`src/rtl/periph_bus_pkg.sv`:
```
// periph_bus_pkg
//   Shared definitions for the peripheral register bus initiator:
//   - state_e           : transaction FSM states
//   - PERIPH_DATA_W     : bus data width
//   - PERIPH_ADDR_W     : bus address width ([31:16] slave base, [15:0] offset)
//   - PERIPH_TIMEOUT_DEF: default read-response wait limit in cycles
//   - PERIPH_ERR_RDATA  : read data returned with a timed-out read
//   - sat_inc8()        : 8-bit saturating increment for event counters
package periph_bus_pkg;

  localparam int PERIPH_DATA_W      = 32;
  localparam int PERIPH_ADDR_W      = 32;
  localparam int PERIPH_TIMEOUT_DEF = 16;

  localparam logic [PERIPH_DATA_W-1:0] PERIPH_ERR_RDATA = 32'h0;

  // Width of the wait counter and the timeout event counter.
  localparam int PERIPH_CNT_W = 8;

  typedef enum logic [1:0] {
    IDLE    = 2'd0,
    ISSUE   = 2'd1,
    WAIT_RD = 2'd2,
    RESP    = 2'd3
  } state_e;

  // Increment that sticks at all-ones instead of wrapping.
  function automatic logic [PERIPH_CNT_W-1:0] sat_inc8(input logic [PERIPH_CNT_W-1:0] v);
    logic [PERIPH_CNT_W-1:0] r;
    r = (v == {PERIPH_CNT_W{1'b1}}) ? v : v + 1'b1;
    return r;
  endfunction

endpackage

```
`src/rtl/periph_bus_master.sv`:
```
// periph_bus_master
//   Initiator for the peripheral register bus. Takes one read or write
//   command at a time from an upstream controller, drives a single-cycle
//   strobe toward the register slaves, and returns a completion.
//   Reads to unmapped addresses never get a slave response, so the wait
//   for read data is bounded by TIMEOUT_CYCLES (legal range 2..255).
//
// Ports
//   clk_125, rst_n_125         : clock, synchronous active-low reset
//   cmd_valid/ready/write/addr/wdata : command channel (valid/ready)
//   rsp_valid/ready/rdata/err  : completion channel (valid/ready);
//                                rdata is 0 for writes and timeouts,
//                                err flags a timed-out read
//   peripheral_addr_out/data_wr : bus address / write data (hold last value)
//   peripheral_write_en/read_en : one-cycle strobes, only in ISSUE
//   peripheral_data_rd/_rd_en   : slave read data and its one-cycle valid
//   timeout_cnt                 : saturating count of read timeouts
module periph_bus_master
  import periph_bus_pkg::*;
#(
  parameter int TIMEOUT_CYCLES = PERIPH_TIMEOUT_DEF
) (
  input  logic                     clk_125,
  input  logic                     rst_n_125,

  input  logic                     cmd_valid,
  output logic                     cmd_ready,
  input  logic                     cmd_write,
  input  logic [PERIPH_ADDR_W-1:0] cmd_addr,
  input  logic [PERIPH_DATA_W-1:0] cmd_wdata,

  output logic                     rsp_valid,
  input  logic                     rsp_ready,
  output logic [PERIPH_DATA_W-1:0] rsp_rdata,
  output logic                     rsp_err,

  output logic [PERIPH_ADDR_W-1:0] peripheral_addr_out,
  output logic [PERIPH_DATA_W-1:0] peripheral_data_wr,
  output logic                     peripheral_write_en,
  output logic                     peripheral_read_en,
  input  logic [PERIPH_DATA_W-1:0] peripheral_data_rd,
  input  logic                     peripheral_data_rd_en,

  output logic [PERIPH_CNT_W-1:0]  timeout_cnt
);

  // Last value of the wait counter before a read is declared timed out.
  localparam logic [PERIPH_CNT_W-1:0] WAIT_LAST = PERIPH_CNT_W'(TIMEOUT_CYCLES - 1);

  state_e                   state_q, state_d;
  logic                     write_q, write_d;
  logic [PERIPH_ADDR_W-1:0] addr_q, addr_d;
  logic [PERIPH_DATA_W-1:0] wdata_q, wdata_d;
  logic [PERIPH_CNT_W-1:0]  wait_cnt_q, wait_cnt_d;
  logic [PERIPH_DATA_W-1:0] rdata_q, rdata_d;
  logic                     err_q, err_d;
  logic [PERIPH_CNT_W-1:0]  tmo_cnt_q, tmo_cnt_d;

  logic                     wait_expired;

  assign wait_expired = (wait_cnt_q == WAIT_LAST);

  // ---------------------------------------------------------------------
  // State and datapath registers
  // ---------------------------------------------------------------------
  always_ff @(posedge clk_125) begin
    if (!rst_n_125) begin
      state_q    <= IDLE;
      write_q    <= 1'b0;
      addr_q     <= '0;
      wdata_q    <= '0;
      wait_cnt_q <= '0;
      rdata_q    <= '0;
      err_q      <= 1'b0;
      tmo_cnt_q  <= '0;
    end else begin
      state_q    <= state_d;
      write_q    <= write_d;
      addr_q     <= addr_d;
      wdata_q    <= wdata_d;
      wait_cnt_q <= wait_cnt_d;
      rdata_q    <= rdata_d;
      err_q      <= err_d;
      tmo_cnt_q  <= tmo_cnt_d;
    end
  end

  // ---------------------------------------------------------------------
  // Next-state logic
  // ---------------------------------------------------------------------
  always_comb begin
    state_d = state_q;
    unique case (state_q)
      IDLE: begin
        if (cmd_valid) begin
          state_d = ISSUE;
        end
      end
      ISSUE: begin
        // Writes are posted: no slave acknowledge to wait for.
        state_d = write_q ? RESP : WAIT_RD;
      end
      WAIT_RD: begin
        if (peripheral_data_rd_en || wait_expired) begin
          state_d = RESP;
        end
      end
      RESP: begin
        if (rsp_ready) begin
          state_d = IDLE;
        end
      end
      default: state_d = IDLE;
    endcase
  end

  // ---------------------------------------------------------------------
  // Datapath register updates
  // ---------------------------------------------------------------------
  always_comb begin
    write_d    = write_q;
    addr_d     = addr_q;
    wdata_d    = wdata_q;
    wait_cnt_d = wait_cnt_q;
    rdata_d    = rdata_q;
    err_d      = err_q;
    tmo_cnt_d  = tmo_cnt_q;

    unique case (state_q)
      IDLE: begin
        if (cmd_valid) begin
          write_d = cmd_write;
          addr_d  = cmd_addr;
          wdata_d = cmd_wdata;
        end
      end
      ISSUE: begin
        wait_cnt_d = '0;
        if (write_q) begin
          rdata_d = '0;
          err_d   = 1'b0;
        end
      end
      WAIT_RD: begin
        // Data arriving on the same cycle as the timeout wins.
        if (peripheral_data_rd_en) begin
          rdata_d = peripheral_data_rd;
          err_d   = 1'b0;
        end else if (wait_expired) begin
          rdata_d   = PERIPH_ERR_RDATA;
          err_d     = 1'b1;
          tmo_cnt_d = sat_inc8(tmo_cnt_q);
        end else begin
          wait_cnt_d = wait_cnt_q + 1'b1;
        end
      end
      RESP: begin
        // Completion fields are frozen until the handshake.
      end
      default: begin
      end
    endcase
  end

  // ---------------------------------------------------------------------
  // Outputs
  // ---------------------------------------------------------------------
  always_comb begin
    // Gated with reset so no command is accepted while reset is held.
    cmd_ready           = rst_n_125 && (state_q == IDLE);
    peripheral_write_en = (state_q == ISSUE) &&  write_q;
    peripheral_read_en  = (state_q == ISSUE) && !write_q;
    rsp_valid           = (state_q == RESP);
    rsp_rdata           = rdata_q;
    rsp_err             = err_q;
    peripheral_addr_out = addr_q;
    peripheral_data_wr  = wdata_q;
    timeout_cnt         = tmo_cnt_q;
  end

endmodule

```
`config.mk`:
```
export PLATFORM = sky130hd
export DESIGN_NAME = periph_bus_master
export DESIGN_NICKNAME = d
export VERILOG_FILES = /design/src/rtl/periph_bus_pkg.sv /design/src/rtl/periph_bus_master.sv
export SDC_FILE = /design/constraint.sdc
export NUM_CORES = 1
export LEC_CHECK = 0
export CORE_ASPECT_RATIO = 1.1
export CORE_MARGIN = 2
export CORE_UTILIZATION = 38
export CTS_BUF_LIST = sky130_fd_sc_hd__clkbuf_8
export CTS_CLUSTER_DIAMETER = 100
export DETAILED_ROUTE_END_ITERATION = 8
export PLACE_DENSITY_LB_ADDON = 0.12
export SYNTH_ARGS = -nofsm -noshare
export SYNTH_HDL_FRONTEND = slang
export SYNTH_SLANG_ARGS = --single-unit
export TNS_END_PERCENT = 20
```
`constraint.sdc`:
```
create_clock -name clk_125 -period 1.7 [get_ports clk_125]
set_input_delay 0.17 -clock clk_125 [delete_from_list [all_inputs] [get_ports clk_125]]
set_output_delay 0.17 -clock clk_125 [all_outputs]
set_load 0.02 [all_outputs]
```
# After elaboration in Yosys (flattened, before gate mapping)
# Cells that the tools add are included.
[classes]
addsub = 2
eq_ne = 12
muxes = 16
bitwise = 2
reduce_logical = 12
[op_table]
columns = ["operator", "count"]
rows = [
  ["32-bit 2-to-1 mux", 3],
  ["32-bit case mux with 2 select lines", 1],
  ["8-bit by 1-bit adder with 8-bit output, second input constant", 2],
  ["8-bit 2-to-1 mux", 2],
  ["8-bit case mux with 2 select lines", 1],
  ["2-bit inequality test, second input constant", 5],
  ["3-bit AND reduction", 3],
  ["8-bit by 4-bit equality test with 1-bit output, second input constant", 1],
  ["8-bit equality test, second input constant", 1],
  ["2-bit case mux with 4 select lines", 1],
  ["2-bit 2-to-1 mux", 3],
  ["2-bit equality test, second input constant", 2],
  ["1-bit 2-to-1 mux", 4],
  ["4-bit AND reduction", 1],
  ["1-bit logical AND", 3],
  ["3-bit inequality test, second input constant", 1],
  ["2-bit by 1-bit equality test with 1-bit output, second input constant", 1],
  ["2-bit logical NOT", 1],
  ["2-bit by 1-bit inequality test with 1-bit output, second input constant", 1],
  ["1-bit inverter", 2],
  ["1-bit case mux with 2 select lines", 1],
  ["2-bit AND reduction", 1],
  ["2-bit nonzero test", 1],
  ["1-bit logical NOT", 1],
  ["1-bit logical OR", 1],
]
[word_totals]
reg_bits = 116
in_bits = 102
word_cells = 52

# Longest topological paths before layout
[depth]
word_depth = 4
ltp_mapped = 7
mapped_depth_nobuf = 6

# Worst setup path before layout
# No wires, ideal clock.
[synth_timing]
path_type = "reg-to-reg"
from = "reg state_q[1]"
to = "reg wait_cnt_q[7]"
setup_ns = 0.072
arrival_time_ns = 1.781
slack_ns = -0.152
path_stages_with_launch = 8
synth_period_minus_slack_ns = 1.852
path_cell_list = "dfxtp_1 > inv_1 > ha_1 > buf_2 > a21boi_1 > o21ai_2 > or4_1 > a21oi_1"
[synth_between]
elab_chain_len = 3
elab_cells_between_ends = 7
classes_between = "eq/ne: 4; mux: 1; reduce/logical: 2"
[synth_lines]
columns = ["element", "line_no", "text"]
rows = [
  ["start, declared", "periph_bus_master.sv:50", "state_e state_q, state_d;"],
  ["start signal, assigned", "periph_bus_master.sv:77", "state_q <= state_d;"],
  ["2-bit equality test or 2-bit by 1-bit equality test with 1-bit output (tied branches)", "periph_bus_master.sv:129", "unique case (state_q)"],
  ["2-bit inequality test (no line) or 2-bit nonzero test (tied branches)", "-", ""],
  ["3-bit AND reduction (no line)", "-", ""],
  ["end signal, assigned", "periph_bus_master.sv:81", "wait_cnt_q <= wait_cnt_d;"],
  ["end, declared", "periph_bus_master.sv:54", "logic [PERIPH_CNT_W-1:0] wait_cnt_q, wait_cnt_d;"],
]
# Parallel ways exist; a longest one is shown, timed or not.
# A chain may end at the register's enable or synchronous reset.

# Worst setup path after layout
[layout_timing]
from = "reg state_q[1]"
to = "reg wait_cnt_q[5]"
# Same word-level chain as after synthesis.

==> results.json <==
{
  "status": "finished, violations left",
  "violations": "setup timing",
  "maxSlewViolCount": 0,
  "skew_ns": 0.0124,
  "routedWlPerCell_um": 14.4,
  "syn_area_um2": 4570,
  "route.vias.total": 4640,
  "slowest_delay_ns": 0.55,
  "hold_depth": 3,
  "first_pass_iters": 4,
  "cp-end-kind": "flip-flop",
  "crit_chain": "inv_4 -> ha_4 -> buf_6 -> a21boi_4 -> o21ai_4 -> or4_4 -> a21oi_2",
  "clockBufferDepth": 2,
  "p_leak_nw": 2.88,
  "synth.avg_cell_area_um2": 8.29,
  "setup_ws_ns": -0.147,
  "cts_inserted_buffers": 17,
  "p_int_mw": 6.94,
  "relSlewSlack_pct": 50.2,
  "dp_hpwl_mm": 9.32,
  "power_frac_clock_pct": 28.9,
  "startpoint_type": "flip-flop",
  "yosys_warnings": 0,
  "start_util_pct": 38.5,
  "drc": 0,
  "port_buffers": 210,
  "insertion_delay_ns": 0.43,
  "htreeDepth": 4,
  "worstMarginPinSlew_ns": 0.747,
  "dieArea_um2": 12900,
  "critPathSlowestCell": "or4_4",
  "cp.arrival_ns": 2.21,
  "rr_worst_depth": 7,
  "globalRouteOverflowTotal": 0,
  "synth-main-ff-cell": "dfxtp_1",
  "die_height_um": 119,
  "ys_seq_elements": 116,
  "viasPerCell": 4.87,
  "path_max_fanout": 8,
  "drive_gt1_share_pct": 12.4,
  "postRouteAntennaNets": 0,
  "yosysUniqueCellTypes": 46,
  "cts_root_buf": "clkbuf_8",
  "finalSetupViolCount": 3,
  "cp.required_ns": 2.06,
  "grt_pass1_wl_mm": 21.4,
  "synth-edff-count": 0,
  "cts_tree": "yes",
  "synth_async_sr_flop_share_pct": 0,
  "wl_mm": 13.7,
  "antenna_found_initial": 1,
  "hp-class": "in2reg",
  "grt_setup_unrepaired": "yes",
  "coreArea_um2": 11900,
  "p_comb_share_pct": 39.8,
  "nets": 894,
  "cts.sinks": 116,
  "synth-seq-area-share_pct": 50.8,
  "maxCapViolCount": 0,
  "area_growth_pct": 68.1,
  "total_power_mw": 10.3,
  "clock.fmax_ghz": 0.542,
  "irDropWorstVdd_uv": 695,
  "die_w_um": 109,
  "clkTransAtPathRegs_ns": 0.08,
  "switchingPower_mw": 3.34,
  "grt_pass1_vias": 4570,
  "rows": 42,
  "syn-num-nets": 660,
  "io_pins": 211,
  "power_density_nw_per_um2": 1340,
  "grt_max_degree": 73,
  "period_minus_slack_ns": 1.85,
  "drt_iter0_drc": 201,
  "post-route-period-util_pct": 109,
  "gp_congestion": 0.789,
  "synth_cells": 551,
  "hold_violations": 0,
  "pwr-share-seq_pct": 31.2,
  "power.share.switching_pct": 32.5,
  "path_class": "reg2reg",
  "postLayoutCoreUtil_pct": 64.7,
  "postCtsHoldBufs": 0,
  "grtUsageTotal_pct": 20.8
}
-- placed cells by master, fill, tap and decap left out, drive strengths merged, types with 4 or more instances in the layout --
cell type	count
ha	7
nor3	4
a21boi	4
o31ai	4
inv	9
clkdlybuf4s50	202
buf	39
or3	4
nor2	9
dfxtp	116
mux2i	35
or4	4
bufinv	5
a21oi	72
nand3	4
clkbuf	23
nand2	208
o21ai	8
-- cell usage after synthesis (2+ instances only) --
master / number / share of area [%]
o31ai_1: 4 / 0.66
buf_1: 9 / 0.74
buf_4: 3 / 0.49
nor4_1: 2 / 0.27
nor2b_1: 2 / 0.27
nand2b_1: 2 / 0.27
nand4_1: 3 / 0.41
o21ai_0: 6 / 0.66
dfxtp_1: 116 / 51
and2_1: 2 / 0.27
or3_1: 4 / 0.55
nor2_1: 7 / 0.58
buf_2: 2 / 0.22
o211ai_1: 2 / 0.33
a21boi_0: 2 / 0.33
ha_1: 7 / 1.9
a21oi_1: 72 / 7.9
nand2_1: 208 / 17
inv_1: 6 / 0.49
nand3_1: 3 / 0.33
or4_1: 4 / 0.66
and3_1: 3 / 0.41
clkbuf_1: 21 / 1.7
nor3_1: 4 / 0.44
o21a_1: 2 / 0.33
mux2i_1: 35 / 7.7
-- flip-flops by register name (all words and copies together) (netlist names) --
signal,cells
state_q,2
peripheral_data_wr,32
peripheral_addr_out,32
timeout_cnt,8
write_q,1
rsp_err,1
rsp_rdata,32
wait_cnt_q,8
-- cell families after synthesis --
family	after synthesis	synth area share (%)
AND/OR/NAND/NOR	251	23.3
flip-flops	116	50.8
AO/OA/AOI/OAI	99	12.4
buffers and inverters	42	3.75
multiplexers	35	7.67
adder cells (fa/ha/maj)	7	1.92
XOR/XNOR	1	0.192
-- path summary, 6_finish.rpt --
check	from	slack, ns	endpoint
worst min register to register	peripheral_addr_out[20]	0.45	peripheral_addr_out[20]
worst min-delay path	cmd_wdata[30]	0.29	peripheral_data_wr[30]
worst max register to register	state_q[1]	-0.15	wait_cnt_q[5]
worst max-delay path	state_q[1]	-0.15	wait_cnt_q[5]
-- power groups by stage --
stage | sequential, mW | combinational, mW | clock [mW]
after global routing | 3.25 | 4.40 | 3.18
after floorplan | 3.58 | 1.74 | 0
final | 3.21 | 4.09 | 2.97
after CTS | 3.19 | 3.62 | 3.03
after global placement | 3.24 | 3.37 | 0
after detailed placement | 3.25 | 3.45 | 0
-- routing by layer --
layer	track usage, %	wire length (um)
met1	22.7	5520
met2	36.1	6840
met3	7.72	1150
met4	7.85	212
met5	0	0
-- through the flow --
| stage | std cells | hold WS (ns) | setup slack, ns | setup TNS (ns) | instance area (um2) |
|---|---|---|---|---|---|
| after global routing | 953 | 0.279 | -0.216 | -2.06 | 7680 |
| final | 953 | 0.294 | -0.147 | -0.347 | 7680 |
| after detailed placement | 909 | 0.446 | -0.506 | -16.00 | 6990 |
| after global placement | 909 | 0.441 | -0.453 | -14.65 | 6990 |
| after floorplan | 551 | 0.306 | 0.00306 | 0 | 4590 |
| after CTS | 943 | 0.274 | -0.199 | -2.78 | 7510 |
-- worst max-delay path, delay by kind of cell, from the launching register on --
| kind | cells | cell delay [ns] |
|---|---|---|
| compound gates | 3 | 0.43 |
| fa+ha+maj | 1 | 0.27 |
| simple gates | 1 | 0.55 |
| flops | 1 | 0.38 |
| buf+inv | 2 | 0.16 |
-- area by class of cell --
type,count,area (um2)
inverter,7,31.3
timing repair buffer,249,2470
clock buffer,21,289
multi-input combinational,394,2180
clock inverter,11,180
tap,154,193
sequential,116,2330
antenna,1,2.50
fill,1005,4200
-- repair_timing --
item                                   4_1_cts  5_1_grt
gates cloned                                 1        0
setup endpoints to repair                   44       37
gates resized for setup                     12       22
pin swaps                                    2        8
endpoints found under the hold margin        0        0
setup buffers                                1        9
No activity file was read; power rests on OpenSTA's default activity.
